===== src/rtl/nibble_serial_adder_ctrl_if.sv =====
// Operand/result handshake bundle for nibble_serial_adder_ctrl.
// The master side produces operands and consumes results; the slave side is the sequencer.
interface nibble_serial_adder_ctrl_if #(
    parameter int NIBBLES = 4
);
    localparam int W = 4 * NIBBLES;

    logic         start_valid;
    logic         start_ready;
    logic         op_sub;
    logic [W-1:0] A;
    logic [W-1:0] B;
    logic         C_in;
    logic         res_valid;
    logic         res_ready;
    logic [W-1:0] SUM;
    logic         C_out;
    logic         ovf;
    logic         busy;

    modport master (
        output start_valid, op_sub, A, B, C_in, res_ready,
        input  start_ready, res_valid, SUM, C_out, ovf, busy
    );

    modport slave (
        input  start_valid, op_sub, A, B, C_in, res_ready,
        output start_ready, res_valid, SUM, C_out, ovf, busy
    );
endinterface


===== src/rtl/nibble_serial_adder_ctrl.sv =====
// Wide add/subtract computed one nibble per clock, LSB first, through a single
// time-shared 4-bit ripple-carry adder with the carry chained in a register.

module ripple_FA (
    input  logic [3:0] A,
    input  logic [3:0] B,
    input  logic       C_in,
    output logic [3:0] SUM,
    output logic       C_out
);
    // Bit-serial carry ripple through four full adders
    always_comb begin
        logic carry_v;
        carry_v = C_in;
        SUM     = 4'h0;
        for (int i = 0; i < 4; i++) begin
            SUM[i]  = A[i] ^ B[i] ^ carry_v;
            carry_v = (A[i] & B[i]) | (carry_v & (A[i] ^ B[i]));
        end
        C_out = carry_v;
    end
endmodule

module nibble_serial_adder_ctrl #(
    parameter int NIBBLES = 4
) (
    input  logic                        clk,
    input  logic                        rst,
    nibble_serial_adder_ctrl_if.slave   bus
);
    localparam int W  = 4 * NIBBLES;
    localparam int IW = (NIBBLES > 1) ? $clog2(NIBBLES) : 1;

    typedef enum logic [1:0] {
        S_IDLE = 2'd0,
        S_RUN  = 2'd1,
        S_DONE = 2'd2
    } state_t;

    state_t          state_q, state_d;
    logic [IW-1:0]   idx_q, idx_d;
    logic            cy_q, cy_d;
    logic [W-1:0]    a_q, a_d;
    logic [W-1:0]    b_q, b_d;
    logic [W-1:0]    sum_q, sum_d;
    logic            c_out_q, c_out_d;
    logic            ovf_q, ovf_d;

    logic [IW+1:0]   nib_sh_s;
    logic [W-1:0]    a_shift_s;
    logic [W-1:0]    b_shift_s;
    logic [3:0]      a_nib_s;
    logic [3:0]      b_eff_nib_s;
    logic [3:0]      fa_sum_s;
    logic            fa_cout_s;
    logic [W-1:0]    nib_mask_s;
    logic [W-1:0]    nib_ins_s;
    logic            last_nib_s;

    // Nibble select: b_q already holds ~B for a subtract
    always_comb begin
        nib_sh_s    = {idx_q, 2'b00};
        a_shift_s   = a_q >> nib_sh_s;
        b_shift_s   = b_q >> nib_sh_s;
        a_nib_s     = a_shift_s[3:0];
        b_eff_nib_s = b_shift_s[3:0];
        nib_mask_s  = W'(4'hF) << nib_sh_s;
        nib_ins_s   = W'(fa_sum_s) << nib_sh_s;
        last_nib_s  = (idx_q == IW'(NIBBLES - 1));
    end

    ripple_FA u_fa (
        .A     (a_nib_s),
        .B     (b_eff_nib_s),
        .C_in  (cy_q),
        .SUM   (fa_sum_s),
        .C_out (fa_cout_s)
    );

    // Next-state and datapath updates
    always_comb begin
        state_d = state_q;
        idx_d   = idx_q;
        cy_d    = cy_q;
        a_d     = a_q;
        b_d     = b_q;
        sum_d   = sum_q;
        c_out_d = c_out_q;
        ovf_d   = ovf_q;
        case (state_q)
            S_IDLE: begin
                if (bus.start_valid) begin
                    a_d     = bus.A;
                    b_d     = bus.op_sub ? ~bus.B : bus.B;
                    cy_d    = bus.op_sub ? 1'b1 : bus.C_in;
                    idx_d   = {IW{1'b0}};
                    sum_d   = {W{1'b0}};
                    state_d = S_RUN;
                end else begin
                    state_d = S_IDLE;
                end
            end
            S_RUN: begin
                sum_d = (sum_q & ~nib_mask_s) | nib_ins_s;
                cy_d  = fa_cout_s;
                if (last_nib_s) begin
                    c_out_d = fa_cout_s;
                    ovf_d   = (a_q[W-1] == b_q[W-1]) & (fa_sum_s[3] != a_q[W-1]);
                    state_d = S_DONE;
                end else begin
                    idx_d   = idx_q + IW'(1);
                end
            end
            S_DONE: begin
                if (bus.res_ready) begin
                    state_d = S_IDLE;
                end else begin
                    state_d = S_DONE;
                end
            end
            default: begin
                state_d = S_IDLE;
            end
        endcase
    end

    // State and datapath registers with synchronous reset
    always_ff @(posedge clk) begin
        if (rst) begin
            state_q <= S_IDLE;
            idx_q   <= {IW{1'b0}};
            cy_q    <= 1'b0;
            a_q     <= {W{1'b0}};
            b_q     <= {W{1'b0}};
            sum_q   <= {W{1'b0}};
            c_out_q <= 1'b0;
            ovf_q   <= 1'b0;
        end else begin
            state_q <= state_d;
            idx_q   <= idx_d;
            cy_q    <= cy_d;
            a_q     <= a_d;
            b_q     <= b_d;
            sum_q   <= sum_d;
            c_out_q <= c_out_d;
            ovf_q   <= ovf_d;
        end
    end

    assign bus.start_ready = (state_q == S_IDLE);
    assign bus.res_valid   = (state_q == S_DONE);
    assign bus.busy        = (state_q == S_RUN) | (state_q == S_DONE);
    assign bus.SUM         = sum_q;
    assign bus.C_out       = c_out_q;
    assign bus.ovf         = ovf_q;
endmodule


===== src/flat_wrapper.sv =====
// flat-port wrapper written by rule: the top's interface ports become plain ports
module nibble_serial_adder_ctrl_flat 
#(
    parameter int NIBBLES = 4
)
  (clk, rst, bus_start_valid, bus_op_sub, bus_A, bus_B, bus_C_in, bus_res_ready, bus_start_ready, bus_res_valid, bus_SUM, bus_C_out, bus_ovf, bus_busy);
  nibble_serial_adder_ctrl_if #(.NIBBLES(NIBBLES)) bus_i ();
  input  logic clk;
  input  logic rst;
  input wire logic [$bits(bus_i.start_valid)-1:0] bus_start_valid;
  input wire logic [$bits(bus_i.op_sub)-1:0] bus_op_sub;
  input wire logic [$bits(bus_i.A)-1:0] bus_A;
  input wire logic [$bits(bus_i.B)-1:0] bus_B;
  input wire logic [$bits(bus_i.C_in)-1:0] bus_C_in;
  input wire logic [$bits(bus_i.res_ready)-1:0] bus_res_ready;
  output wire logic [$bits(bus_i.start_ready)-1:0] bus_start_ready;
  output wire logic [$bits(bus_i.res_valid)-1:0] bus_res_valid;
  output wire logic [$bits(bus_i.SUM)-1:0] bus_SUM;
  output wire logic [$bits(bus_i.C_out)-1:0] bus_C_out;
  output wire logic [$bits(bus_i.ovf)-1:0] bus_ovf;
  output wire logic [$bits(bus_i.busy)-1:0] bus_busy;
  assign bus_i.start_valid = bus_start_valid;
  assign bus_i.op_sub = bus_op_sub;
  assign bus_i.A = bus_A;
  assign bus_i.B = bus_B;
  assign bus_i.C_in = bus_C_in;
  assign bus_i.res_ready = bus_res_ready;
  assign bus_start_ready = bus_i.start_ready;
  assign bus_res_valid = bus_i.res_valid;
  assign bus_SUM = bus_i.SUM;
  assign bus_C_out = bus_i.C_out;
  assign bus_ovf = bus_i.ovf;
  assign bus_busy = bus_i.busy;
  nibble_serial_adder_ctrl #(.NIBBLES(NIBBLES)) u_core (.clk(clk), .rst(rst), .bus(bus_i));
endmodule

===== config.mk =====
export PLATFORM = sky130hd
export DESIGN_NAME = nibble_serial_adder_ctrl_flat
export DESIGN_NICKNAME = d
export VERILOG_FILES = /design/src/rtl/nibble_serial_adder_ctrl_if.sv /design/src/rtl/nibble_serial_adder_ctrl.sv /design/src/flat_wrapper.sv
export SDC_FILE = /design/constraint.sdc
export NUM_CORES = 1
export LEC_CHECK = 0
export BUFFER_PORTS_ARGS = -buffer_cell sky130_fd_sc_hd__buf_2
export CAP_MARGIN = 20
export CORE_ASPECT_RATIO = 0.6
export CORE_UTILIZATION = 49
export CTS_CLUSTER_DIAMETER = 120
export DETAILED_ROUTE_END_ITERATION = 16
export PLACE_DENSITY = 0.82
export SLEW_MARGIN = 25
export SYNTH_ARGS = -nofsm -noshare
export SYNTH_HDL_FRONTEND = slang
export SYNTH_SLANG_ARGS = --single-unit

===== constraint.sdc =====
create_clock -name clk -period 2.71 [get_ports clk]
set_input_delay 0.542 -clock clk [delete_from_list [all_inputs] [get_ports clk]]
set_output_delay 0.542 -clock clk [all_outputs]
set_load 0.02 [all_outputs]

### After elaboration in Yosys (flattened, before gate mapping)

Index checks and enable logic that the tools add are counted.

| word-level totals | value |
|---|---|
| bits in registers | 55 |
| bits in latches | 0 |
| RAM bits | 0 |
| ROM bits | 0 |
| output and inout bits | 21 |
| word-level logic and storage cells | 66 |
| memories | 0 |

| cells by class | value |
|---|---|
| add/sub/neg operators | 1 |
| $mul | 0 |
| divide/modulo/power cells | 0 |
| $lt $le $gt $ge | 0 |
| eq/ne operators | 8 |
| shift-type cells | 4 |
| multiplexer cells | 13 |
| bitwise logic cells | 26 |
| reduce and logical (&&, ||, !) cells | 6 |

Operators by type and width:

| kind | count |
|---|---|
| $mux 16 | 2 |
| $not 16->16 | 2 |
| $pmux 16 s2 | 1 |
| $shr 16x4->4 | 2 |
| $and 16x16->16 | 1 |
| $or 16x16->16 | 1 |
| $shl 4x4->16 | 1 |
| $shl 4x4->16 const A | 1 |
| $and 1x1->1 | 9 |
| $mux 2 | 4 |
| $xor 1x1->1 | 8 |
| $pmux 2 s3 | 1 |
| $reduce_and 2->1 | 3 |
| $or 1x1->1 | 5 |
| $eq 2x2->1 const B | 2 |
| $ne 2x2->1 const B | 2 |
| $pmux 2 s2 | 1 |
| $mux 1 | 3 |
| $reduce_and 3->1 | 1 |
| $add 2x1->2 const B | 1 |
| $eq 2x1->1 const B | 1 |
| $logic_not 2->1 | 1 |
| $ne 2x1->1 const B | 1 |
| $pmux 1 s2 | 1 |
| other kinds (3) | 3 |

### Logic depth before layout (Yosys ltp)

Gate-level depths: netlist (run 1).

| depth | value |
|---|---|
| word-level depth | 12 |
| mapped depth | 13 |

### Modules after synthesis

Synthesis (run 1) repeated with hierarchy kept, for this count alone.

| unflattened totals | value |
|---|---|
| cells, all modules | 266 |
| area, all modules | 2647.5 um2 |

By module, submodules not included:

| module | instances | cells each | area each (um2) |
|---|---|---|---|
| nibble_serial_adder_ctrl | 1 | 252 | 2529.9 |
| ripple_FA | 1 | 14 | 117.6 |

### Worst setup path after synthesis (run 1)

No wires, ideal clock.

| timing | value |
|---|---|
| path type | register to register |
| start | register u_core.idx_q[0] |
| end | register u_core.ovf_q (netlist: u_core.bus.ovf) |
| library setup time | 0.125 ns |
| arrival time | 2.785 ns |
| setup slack | -0.200 ns |
| stages on the path, launching flop included | 14 |
| period minus slack after synthesis | 2.910 ns |
| path through | dfxtp_1 buf_4 mux4_2 inv_1 fa_1 inv_1 fa_1 inv_1 fa_1 inv_1 fa_1 nor2b_1 a221oi_1 nor3_1 |

| on the way | value |
|---|---|
| word-level cells in the longest chain between the ends | 11 |
| elaborated cells between the ends (all ways) | 20 |
| those cells by class | 2 x eq/ne; 2 x shift; 15 x bitwise; 1 x reduce/logical |

Ends and longest elaborated chain:

| element | line | text |
|---|---|---|
| start, declared | nibble_serial_adder_ctrl.sv:41 | `logic [IW-1:0] idx_q, idx_d;` |
| start signal, assigned | nibble_serial_adder_ctrl.sv:131 | `idx_q <= {IW{1'b0}};` |
| start signal, assigned | nibble_serial_adder_ctrl.sv:140 | `idx_q <= idx_d;` |
| $shr 16x4->4 (on tied branches) | nibble_serial_adder_ctrl.sv:63, nibble_serial_adder_ctrl.sv:64 |  |
| $xor 1x1->1 | nibble_serial_adder_ctrl.sv:18 | `carry_v = (A[i] & B[i]) \| (carry_v & (A[i] ^ B[i]));` |
| $and 1x1->1 | nibble_serial_adder_ctrl.sv:18 |  |
| $or 1x1->1 | nibble_serial_adder_ctrl.sv:18 |  |
| $and 1x1->1 | nibble_serial_adder_ctrl.sv:18 |  |
| $or 1x1->1 | nibble_serial_adder_ctrl.sv:18 |  |
| $and 1x1->1 | nibble_serial_adder_ctrl.sv:18 |  |
| $or 1x1->1 | nibble_serial_adder_ctrl.sv:18 |  |
| $xor 1x1->1 | nibble_serial_adder_ctrl.sv:17 | `SUM[i] = A[i] ^ B[i] ^ carry_v;` |
| $ne 1x1->1 | nibble_serial_adder_ctrl.sv:108 | `ovf_d = (a_q[W-1] == b_q[W-1]) & (fa_sum_s[3] != a_q[W-1]);` |
| $and 1x1->1 | nibble_serial_adder_ctrl.sv:108 |  |
| end signal, assigned | nibble_serial_adder_ctrl.sv:146 | `ovf_q <= ovf_d;` |
| end, declared | nibble_serial_adder_ctrl.sv:47 | `logic ovf_q, ovf_d;` |

Several ways; a longest one is shown, not always the timed one.
A chain may end at the register's enable or synchronous reset.

### Final worst setup path (run 1)

Same ends and word-level chain as after synthesis.

==> run summary, run 1 <==
The post-synthesis xor/xnor area fraction is 0.05226. The worst-case IR drop observed on VDD is 0.0002311 V. Data arrives at the worst endpoint at 3.09 ns. The number of buffer cells added on primary ports came out at just under 60. The number of standard-cell rows in the floorplan came out at 20.

For the worst-skew pair, the clock arrives at the later sink with an insertion delay of 0.31 ns. Among the stages of the critical path, the cell type that occurs most often is sky130_fd_sc_hd__inv_2. Clock-pin slew was measured on the worst setup and hold paths at around 0.09 ns. The count of nets left with antenna violations once routing finished came out at 0. At the end of routability-driven placement, the weighted congestion stood at approximately 0.80. The area used by sequential logic in the layout is 1105 sq um.

The number of flops mapped to enable cells by yosys is 0. The first global-routing pass estimated ~9600 um of wire. Setup total negative slack on the finished layout was measured at -0.8379 ns.

When the netlist entered floorplanning its net count stood at between 300 and 400. The average wire length per cell after detail routing is ~15 um. The Yosys step of the flow raised 0 warnings. The tool flagged a number of max-cap violations equal to 0.

The upper clock frequency limit came out at around 340 MHz. The proportion of synthesized chip area in sequential cells is 0.4106. Clock tree synthesis selected as its root buffer the cell sky130_fd_sc_hd__clkbuf_8.

TritonCTS built the clock tree. The worst setup path is captured at a flip-flop. The die is between 50 and 60 um tall.

Traced cell by cell, the critical path runs through mux4_2, inv_2, fa_1, inv_1, fa_2, inv_2, fa_2, inv_2, fa_1, nor2b_1, a221oi_2, nor3_1. In this run the static leakage power is about 1.3 nW. The area fraction in compound gates after synthesis came to 0.1834. The layout overhead on the synthesized area came out at 17.64%. The maximum count of clock buffers along a single path came out at 2. The total placed cells including tap cells is 382.

The non-filler instance count after layout is slightly below 400. The worst setup path is launched from a flip-flop. The share of the clock period used by the worst path is 1.071. Setup violations remaining at the end of the flow were counted as 5. The first-pass iteration count of the detailed router came out at 4. For the worst flop-to-flop path, the logic depth is 12. The power density of the placed cells is roughly 600 nW/um^2. The actual slew at the worst max-slew pin is between 0.5 and 0.6 ns.

The most critical setup path has its startpoint at u_core.idx_q[0]. The post-route worst setup slack came out at -0.1919 ns. The total power draw came out at 1.900 mW. The fill cell total of the finished layout is about 430. The aggregate routed wire length came out at 5881 um. After synthesis, the largest family of logic cells by area is compound AO/OA/AOI/OAI gates. The final layout net count is about 370.

The total clock buffers created by CTS is 5. The total overflow left after global routing is 0. The post-detailed-route via-to-cell ratio came out at 5.440. The total area inside the core boundary comes to approximately 5200 sq um. The number of global-route vias before repair is around 1900. The critical path ends at u_core.bus.ovf. The number of remaining DRC errors came out at 0. After technology mapping, the gate count stands at between 200 and 300. The multi-input combinational cell area came out at approximately 1400 sq um. The end of the worst register-to-register path is u_core.bus.ovf.

The die covers about 5800 sq um. The worst clock skew is between 0.01 and 0.015 ns. The worst path in the final design needs a cycle of between 2 and 3 ns, including I/O delays and setup. The multiplexer fraction of the synthesized cell area is 0.07886. The number of sinks handled by clock tree synthesis is between 50 and 60.

After the first detailed-routing iteration, the DRC count stood at 112. The H-tree was split into 2 levels. The initial antenna violation count was 0. The peak per-stage delay on the critical path came out at between 0.5 and 0.6 ns. The number of max-slew violations in the final report came out at 0. Synthesis instantiated 38 different standard cells from the library.

Setup repair after global routing could not meet its margin everywhere. In this run the critical register-to-register path is launched from u_core.idx_q[0]. The flow ran to the end, but the final reports show violations. The number of inserted diodes is 0. The pre-CTS worst setup slack is -0.2041 ns. Once detailed placement completed, the half-perimeter wirelength came to 4423 um. The number of buffers inserted by hold repair at cts came out at 0. Entering global routing, the biggest net connects 43 pins. The horizontal extent of the die is slightly below 100 um. The share of cells above drive strength 1 came out at 0.3385. The synthesized-area fraction occupied by adder cells is 0.06253.

The fraction of registers with async set/reset came out at 0. The highest fanout seen on the critical path is 4. Across all register-to-register paths, the minimum setup slack is -0.19 ns. Counting flops and latches in the post-synthesis netlist gives 55. The worst pin sits at a relative slew slack of 0.5981. The required arrival time at the worst endpoint is around 2.9 ns. The hold-critical path depth came out at 3. For this configuration, the core starts out at a cell density of 0.5201. The worst setup path is of the reg -> reg kind. The cell area after technology mapping is ~2700 sq um. The library cell contributing the largest single delay on the critical path is sky130_fd_sc_hd__fa_1. The main flop type after synthesis is sky130_fd_sc_hd__dfxtp_1. The path type of the worst min-delay path is in -> reg. The synthesized area per cell is around 10 sq um. The final count of hold timing violations is 0.

The global router's overall resource usage is 0.2125. The number of top-level design ports is 59. Of the total synthesized cell area, the portion taken by AND, OR, NAND and NOR gates is 0.1451. The number of vias after detailed routing came out at around 2100. The final reports fail on negative setup slack.
[cell families (layout without fill, tap and decap cells)]
logic type,count (synthesis),in the layout
buffers and inverters,33,89
muxes,11,11
AOI/OAI and AO/OA,62,62
adders and majority gates,11,11
DFF,55,55
xor gates and xnor gates,16,16
and+or+nand+nor,81,81
[worst max-delay path: cells and delay by family (launching register included)]
kind | cells | cell delay [ns]
fa+ha+maj | 4 | 1.24
mux | 1 | 0.51
flops | 1 | 0.39
compound gates | 1 | 0.25
buf+inv | 4 | 0.24
simple gates | 2 | 0.16
[sequential cells by signal, indices dropped and copies added, names as in the netlist]
signal and cells:
u_core.b_q 16, u_core.bus.SUM 16, u_core.idx_q 2, u_core.bus.C_out 1
u_core.bus.ovf 1, u_core.state_q 2, u_core.cy_q 1, u_core.a_q 16
[worst min-delay path by stage]
stage | endpoint | slack [ns] | from
floorplan | u_core.a_q[10] | 0.43 | u_core.a_q[10]
global placement | u_core.bus.C_out | 0.44 | u_core.bus.C_out
detailed placement | u_core.a_q[6] | 0.45 | u_core.a_q[6]
CTS | u_core.a_q[10] | 0.46 | bus_A[10]
global route | u_core.a_q[14] | 0.46 | bus_A[14]
finish | u_core.a_q[10] | 0.46 | bus_A[10]
[synthesized netlist by cell type, types with 5 or more instances]
cell                       instances  area, sq um
sky130_fd_sc_hd__a21oi_1          22        110.1
sky130_fd_sc_hd__a211oi_1          6        45.04
sky130_fd_sc_hd__a22o_1           12        105.1
sky130_fd_sc_hd__nand2_1          35        131.4
sky130_fd_sc_hd__inv_1            14        52.55
sky130_fd_sc_hd__mux4_2            8        180.2
sky130_fd_sc_hd__nor2_1           22        82.58
sky130_fd_sc_hd__buf_2             6        30.03
sky130_fd_sc_hd__a211oi_2         10        125.1
sky130_fd_sc_hd__dfxtp_1          55         1101
sky130_fd_sc_hd__ha_1              7        87.58
sky130_fd_sc_hd__xnor2_1          16        140.1
sky130_fd_sc_hd__buf_4             5        37.54
[metal layers]
layer,part of all wire,GRT usage
met1,0.49,0.3284
met2,0.41,0.3057
met3,0.090,0.04599
met4,0.0060,0.03782
met5,0,0
[final cells by class]
type / instances / share of cell area
tap: 66 / 0.02618
timing repair buffer: 67 / 0.1134
sequential: 55 / 0.3503
clock inverter: 2 / 0.01904
inverter: 14 / 0.01666
multi-input combinational: 181 / 0.4514
clock buffer: 6 / 0.02301
[where the power goes]
| part | switching [mW] | internal, mW |
|---|---|---|
| registers | 0.0356 | 0.862 |
| clock network | 0.263 | 0.369 |
| logic | 0.211 | 0.159 |
| total | 0.509 | 1.39 |
[what timing repair did]
action | 4_1_cts | 5_1_grt
setup buffers | 1 | 0
resized for setup | 4 | 1
setup endpoints to repair | 5 | 6
pin swaps | 3 | 4
cloned | 0 | 0
[cells in the final DEF, fill, tap and decap left out, types with 2 or more instances in the layout]
master and n:
sky130_fd_sc_hd__buf_2 58, sky130_fd_sc_hd__dfxtp_1 54, sky130_fd_sc_hd__nand2_1 35, sky130_fd_sc_hd__nor2_1 22
sky130_fd_sc_hd__a21oi_1 22, sky130_fd_sc_hd__xnor2_1 16, sky130_fd_sc_hd__a22o_1 12, sky130_fd_sc_hd__inv_1 11
sky130_fd_sc_hd__a211oi_2 10, sky130_fd_sc_hd__buf_4 9, sky130_fd_sc_hd__mux4_2 8, sky130_fd_sc_hd__ha_1 7
sky130_fd_sc_hd__a211oi_1 6, sky130_fd_sc_hd__clkbuf_8 5, sky130_fd_sc_hd__nor3_1 4, sky130_fd_sc_hd__nand2b_1 4
sky130_fd_sc_hd__a21oi_2 4, sky130_fd_sc_hd__a32o_1 4, sky130_fd_sc_hd__inv_2 3, sky130_fd_sc_hd__nor3b_2 2
sky130_fd_sc_hd__nor2b_1 2, sky130_fd_sc_hd__mux2i_1 2, sky130_fd_sc_hd__or2b_1 2, sky130_fd_sc_hd__fa_2 2
sky130_fd_sc_hd__fa_1 2, sky130_fd_sc_hd__bufinv_16 2
[per-stage QoR]
stage	util	instance area [sq um]	hold WS, ns
after global placement	0.5820	3000	0.4416
after CTS	0.6109	3149	0.4560
final	0.6119	3154	0.4573
after detailed placement	0.5820	3000	0.4491
after floorplan	-	2698	0.4331
after global routing	0.6119	3154	0.4621
No activity file was read; power rests on OpenSTA's default activity.
==> run 2, diff against run 1 <==
- ABC_AREA: default -> 1
- PLACE_DENSITY: 0.82 -> 0.81
==> run 2 against run 1 <==
The flow now finishes without violations; count of clock-buffer cells in the layout unchanged; first-iteration DRC count rose by 31%; clock skew is essentially flat; largest power group unchanged.
==> run summary, run 2 <==
The run finished with clean final reports. The initialized floorplan defines 21 standard-cell rows. The leakage power is approximately 1.5 nW. The global router's overall resource usage is 0.2248.

The relative slew slack came out at 0.4646. The library cells used most frequently in the layout, excluding fill and tap cells, are sky130_fd_sc_hd__nand2_1, sky130_fd_sc_hd__buf_2, sky130_fd_sc_hd__dfxtp_1, sky130_fd_sc_hd__o21ai_0, sky130_fd_sc_hd__nor2_1. The number of vias after detailed routing is 2614. The cell area after technology mapping is 2853 sq um. The net count of the mapped netlist is ~440.

The layout overhead on the synthesized area came out at 15.92%. The number of global-route vias before repair is 2211. The synthesized area per cell came out at between 7 and 8 sq um.

The number of buffer cells added on primary ports is 58. For this design, the CTS-stage hold fixing added 0 buffers. The total overflow left after global routing is 0. Along the worst path, the maximum fanout reaches 6. The worst-case reg-to-reg path depth came out at 16. Detailed placement finished with a half-perimeter wire length of around 4600 um. Setup repair after global routing could not meet its margin everywhere.

In the final routed layout, each cell accounts on average for 12.63 um. The share of the clock period used by the worst path came out at 0.9805. The number of remaining DRC errors came out at 0. The initial antenna violation count is 0.

The required arrival time at the worst endpoint came out at around 2.9 ns. The data arrival time of the worst path came out at around 2.9 ns. In this run the count of I/O pins placed on the die edge is slightly below 60. The total of flip-flops plus latches after synthesis came out at between 50 and 60. For this run, the number of Yosys warnings is 0. The share of cells above drive strength 1 is 0.2626. The proportion of synthesized chip area in sequential cells came out at 0.3860. STA classifies the critical path endpoint as a flip-flop. The synthesized netlist contains 26 unique library cells. The total die area is ~6100 sq um. The number of max-slew violations in the final report is 0.

The floorplan step defined a core boundary enclosing 5597 sq um. The power density of the placed cells came out at ~670 nW/um^2. The main flop type after synthesis is sky130_fd_sc_hd__dfxtp_1. The post-detailed-route via-to-cell ratio came out at 5.046. The shortest period the worst path allows is 2.657 ns.

Prior to clock tree synthesis, the placed netlist has a worst setup slack of -0.06042 ns. The final layout net count is just under 500. The path class of the tightest hold or removal check is in -> reg. The peak supply drop is between 0.0005 and 0.0006 V. Of the total power, combinational logic draws 0.335.

The starting DRC count in detailed routing is ~150. Of the total power, the share spent switching nets is 0.3749. The tool flagged a number of max-cap violations equal to 0. Of all cell types, the one taking the most synthesized area is sky130_fd_sc_hd__dfxtp_1. The actual slew at the worst max-slew pin is around 0.8 ns. The commonest cells after synthesis are sky130_fd_sc_hd__nand2_1, sky130_fd_sc_hd__dfxtp_1, sky130_fd_sc_hd__o21ai_0.

The number of flops mapped to enable cells by yosys is 0. Of all flip-flops after synthesis, the portion carrying an async set or reset was 0. The maximum count of clock buffers along a single path came out at 2.

The number of clock buffers added by TritonCTS is 5. The reported net switching power is ~830 uW. The routability congestion estimate from global placement came out at approximately 0.86. Setup slack closes at approximately 0.053 ns.

Sorting the synthesized cells by area gives the leading types as sky130_fd_sc_hd__dfxtp_1, sky130_fd_sc_hd__o21ai_0, sky130_fd_sc_hd__nand2_1. The starting density of the core came out at 0.5097. The worst clock skew is approximately 0.01 ns.

The clock tree synthesis step divided the H-tree into 2 levels. The clock group share of total power came out at 0.221. The hold-critical path depth is 3. The upper clock frequency limit is ~380 MHz.

The horizontal extent of the die came out at 100.5 um. Hold timing on the final database bottoms out at a slack of between 0.4 and 0.5 ns. The later pin in the worst-skew pair is clocked with a latency of 0.32 ns.

The final count of hold timing violations came to 0. Cell internal power was estimated by the tool at around 1.4 mW. The worst setup path is launched from a flip-flop.

Setup violations remaining at the end of the flow were counted as 0. The die extent in y came out at around 61 um. The count of antenna-violating nets left after detailed routing came out at 0.

In the post-synthesis netlist, the cell with the most instances is sky130_fd_sc_hd__nand2_1. The setup path with the least slack is of type reg -> reg. The first-pass GRT wire length came out at between 10000 and 15000 um. The share of synthesized area in the top cell type comes to 0.3860. After technology mapping, the gate count stands at 386. The pin count of the biggest net entering global routing is 46.

The sequential fraction of design power came out at 0.444. The clock tree from TritonCTS is built. The number of sinks handled by clock tree synthesis is 55. The number of inserted diodes is 0. The tree is rooted in a sky130_fd_sc_hd__clkbuf_8. The leading cell type in the layout, fill and taps excluded is sky130_fd_sc_hd__nand2_1. The clock transition at the registers of the reported paths came out at approximately 0.10 ns. The first-pass iteration count of the detailed router came out at 5. The aggregate routed wire length is around 6500 um.
run 2: cell types whose count changed in the layout (fill, tap and decap cells not counted), moves of 10 or more:
cell / change
sky130_fd_sc_hd__o21ai_0: +48
sky130_fd_sc_hd__nand2_1: +31
sky130_fd_sc_hd__nor2_1: +26
sky130_fd_sc_hd__nand3_1: +18
sky130_fd_sc_hd__a21oi_1: +12
sky130_fd_sc_hd__a22o_1: -12
sky130_fd_sc_hd__inv_1: +11
sky130_fd_sc_hd__a211oi_2: -10
sky130_fd_sc_hd__nand2_2: +10
run 2: area by class of cell:
cell class,instances,area (sq um)
Sequential cell,55,1109
Timing Repair Buffer,67,361.6
Tap cell,80,100.1
Clock buffer,6,82.58
Multi-Input combinational cell,277,1515
Inverter,31,122.6
Clock inverter,2,16.27
Fill cell,536,2290
run 2: power groups by stage:
stage	clock network [mW]	registers [mW]	logic [mW]
after floorplan	0	0.981	0.580
final	0.488	0.978	0.738
after global placement	0	0.994	0.687
after detailed placement	0	0.994	0.707
after CTS	0.495	0.976	0.717
after global routing	0.529	0.990	0.828
run 2: metrics by stage:
step                std cells  TNS [ns]  cell area, sq um  power [mW]    util
CTS                       516         0              3276       2.187  0.5853
detailed placement        508   -0.2260              3169       1.701  0.5663
floorplan                 386         0              2908       1.561       -
global placement          508         0              3169       1.680  0.5663
global route              518   -0.2510              3307       2.347  0.5909
finish                    518         0              3307       2.204  0.5909
run 2: final timing paths:
check,start,end,slack [ns]
worst min-delay path,bus_A[13],u_core.a_q[13],0.48
worst min register to register,u_core.bus.SUM[14],u_core.bus.SUM[14],0.48
worst max-delay path,u_core.idx_q[0],u_core.bus.ovf,0.05
worst max register to register,u_core.idx_q[0],u_core.bus.ovf,0.05
run 2: kinds of logic after synthesis:
| logic type | count (synthesis) | synth area share |
|---|---|---|
| xor+xnor | 16 | 0.04912 |
| buf+inv | 54 | 0.09254 |
| fa+ha+maj | 11 | 0.05877 |
| compound gates | 103 | 0.1965 |
| flops | 55 | 0.3860 |
| simple gates | 147 | 0.2171 |
run 2: what timing repair did:
action | in CTS | in global routing
cloned | 0 | 0
gates resized for setup | 4 | 12
setup buffers | 0 | 2
pin swaps | 0 | 8
setup endpoints to repair | 5 | 5
run 2: per-layer routing:
layer | vias up | track usage | part of all wire
li1 | 1346 | - | -
met4 | 0 | 0.04969 | 0.0038
met1 | 1169 | 0.3416 | 0.52
met3 | 4 | 0.04313 | 0.073
met5 | - | 0 | 0
met2 | 95 | 0.3307 | 0.41
run 2: critical path: stages, from the launching register on:
cell and delay, ns:
sky130_fd_sc_hd__dfxtp_4 0.39, sky130_fd_sc_hd__o21ai_0 0.10, sky130_fd_sc_hd__nor2_1 0.16, sky130_fd_sc_hd__a21oi_2 0.06, sky130_fd_sc_hd__fa_2 0.39, sky130_fd_sc_hd__inv_2 0.06, sky130_fd_sc_hd__fa_2 0.18, sky130_fd_sc_hd__inv_2 0.04
sky130_fd_sc_hd__fa_2 0.32, sky130_fd_sc_hd__inv_2 0.06, sky130_fd_sc_hd__fa_2 0.48, sky130_fd_sc_hd__inv_2 0.09, sky130_fd_sc_hd__nor2_2 0.03, sky130_fd_sc_hd__nand2_1 0.06, sky130_fd_sc_hd__nand3_1 0.06, sky130_fd_sc_hd__nand2_1 0.06
sky130_fd_sc_hd__inv_1 0.04
==> run 3, diff against run 2 <==
- HOLD_SLACK_MARGIN: default -> 0.02
- REMOVE_ABC_BUFFERS: default -> 1
==> run 3 against run 2 <==
Design area is 1.9% higher; die area stayed put; critical path type unchanged; total power is 1.6% higher; critical endpoint is now u_core.bus.SUM[15]; clock skew is 0.0040 ns lower; clock power is 3% higher; via count is 3.0% higher; the run now ends with negative setup slack left.
==> run summary, run 3 (same netlist as run 2, synthesis figures left out) <==
The first-pass GRT wire length is ~11000 um. Leaving out fill and tap cells, the most frequent cell in the layout is sky130_fd_sc_hd__nand2_1. At the end of the flow the core is filled with cells to 0.6018. For met3 alone, demand over resource in global routing was 0.04654.

The post-route worst setup slack is -0.01867 ns. During I/O placement, the number of pins put on the boundary was ~60. The fill cell total of the finished layout came out at around 520.

The number of max-capacitance violations reported is 0. The number of buffer cells added on primary ports is 58. The upper clock frequency limit came out at between 300 and 400 MHz. After clock tree synthesis, the flow added hold-fix buffers numbering 0. The number of standard-cell rows in the floorplan came out at 21. The final global-route overflow total came out at 0.

The starting density of the core came out at 0.5097. The top cell types in the final layout, fill and taps aside, are sky130_fd_sc_hd__nand2_1, sky130_fd_sc_hd__buf_2, sky130_fd_sc_hd__dfxtp_1, sky130_fd_sc_hd__nor2_1, sky130_fd_sc_hd__o21ai_0. The peak supply drop is ~0.00045 V. The non-filler instance count after layout is roughly 520. TritonCTS built the clock tree. The final HPWL from detailed placement is approximately 4700 um. The shortest period the worst path allows is roughly 2.7 ns. Across all hold checks on the routed design, the worst slack comes to ~0.47 ns. Setup violations remaining at the end of the flow were counted as 3. The aggregate routed wire length came out at 6956 um. The routability congestion estimate from global placement came out at around 0.85. The first detailed-routing pass took 5 iterations. STA classifies the critical path endpoint as a flip-flop. The tree is rooted in a sky130_fd_sc_hd__clkbuf_8. After detailed routing, the number of remaining DRC violations is 0. The required arrival time at the worst endpoint came out at 2.95 ns. The actual slew at the worst max-slew pin is about 0.90 ns. The data arrival time of the worst path is slightly below 3 ns. STA classifies the critical path startpoint as a flip-flop.

The relative slew slack is 0.3975. The clock transition at the registers of the reported paths came out at about 0.1 ns. The maximum count of clock buffers along a single path is 2. The number of global-route vias before repair came out at ~2300.

The number of sinks handled by clock tree synthesis is between 50 and 60. The final layout net count came out at a little under 500. The most frequent cell on the critical path is sky130_fd_sc_hd__fa_2.

The final reports fail on negative setup slack. The total clock buffers created by CTS is 5. The pin count of the biggest net entering global routing came out at 46.

The final count of hold timing violations is 0. The met1 demand-to-capacity share in global routing came out at 0.3212. The die is about 100 um wide. The post-detailed-placement cell area is roughly 3200 sq um. The worst setup path is of the reg -> reg kind. The tightest min-delay check is of the reg -> reg type. The worst clock skew is approximately 0.0061 ns. In the final routed layout, each cell accounts on average for about 13 um. The run finished, with violations left. The core area came out at roughly 5600 sq um. Summed over all failing endpoints, the final setup total negative slack is -0.03109 ns. Setup repair after global routing could not meet its margin everywhere. The total power draw is roughly 2.2 mW. The number of vias after detailed routing is 2693. The layout overhead on the synthesized area is 18.07%.

The pre-CTS worst setup slack came out at -0.2289 ns. The highest fanout seen on the critical path came out at 5. The library cell contributing the largest single delay on the critical path is sky130_fd_sc_hd__fa_2. The peak per-stage delay on the critical path is slightly below 0.6 ns. The starting DRC count in detailed routing came out at around 140. Once detail routing completed, the nets flagged for antenna violations numbered 0. The repair_antennas step left the layout with diodes totalling 0. The initial antenna violation count came out at 0. The final non-filler cell area came out at around 3400 sq um. The share of the clock period used by the worst path came out at 1.007.

In the final layout, the share of cells above drive strength 1 is 0.2789. Using the TritonRoute via totals, the vias-per-cell ratio works out to a little over 5. The total die area came out at ~6100 sq um.

met2 is the most crowded layer. The leakage power came out at approximately 1.5 nW. At the later pin of the worst-skew pair, clock insertion delay measures 0.31 ns.

The die extent in y is roughly 60 um. The power density of the placed cells came out at about 670 nW/um^2. The global-route track usage on met2 is 0.3562. The number of max-slew violations in the final report is 0.

The global router's overall resource usage came out at 0.2243. Walking the worst path, the cells encountered are buf_6, nand2_4, o21ai_4, a21oi_2, fa_2, inv_2, fa_2, inv_2, fa_2, inv_2, fa_2, nand3_2, nand2_1, nand2_1, a21oi_2. Counting tap cells, the placed design contains a total of 510 instances.

The total number of H-tree levels came out at 2.
-- run 3: cell types whose count changed in the layout (fill, tap and decap cells not counted), sizes merged --
cell,previous run,this run
clkinv,2,1
clkbuf,6,7
buf,67,70
-- run 3: worst max-delay path, delay by kind of cell, from the launching register on --
family	cells	cell delay [ns]
buf+inv	4	0.27
fa+ha+maj	4	1.33
flops	1	0.38
simple gates	4	0.28
compound gates	3	0.42
-- run 3: final cells by class --
class,count,area (sq um),area share
timing repair buffer,70,387.9,0.1152
clock buffer,7,96.34,0.02860
sequential,55,1106,0.3284
tap,80,100.1,0.02972
clock inverter,1,7.507,0.002229
multi-input combinational,277,1548,0.4595
inverter,31,122.6,0.03640
-- run 3: where the power goes --
part           internal, mW  total (mW)  switching (mW)
combinational         0.266       0.758           0.492
sequential            0.913       0.979          0.0661
clock                 0.233       0.503           0.270
total                  1.41        2.24           0.828
-- run 3: worst paths after layout --
path                   endpoint                from  slack (ns)  cells past startpoint
max reg2reg  u_core.bus.SUM[15]     u_core.idx_q[0]       -0.02                     15
min reg2reg  u_core.bus.SUM[14]  u_core.bus.SUM[14]        0.47                      2
max          u_core.bus.SUM[15]     u_core.idx_q[0]       -0.02                     15
min          u_core.bus.SUM[14]  u_core.bus.SUM[14]        0.47                      2
-- run 3: metal layers --
metal,part of all wire,vias to the layer above
met5,0,-
met4,0.013,0
met3,0.073,20
met2,0.42,106
met1,0.49,1219
li1,-,1348
-- run 3: timing repair --
item / in CTS / in global routing
resized for setup: 23 / 11
buffers inserted: 3 / 1
pin swaps: 13 / 8
endpoints found under the setup margin: 7 / 5
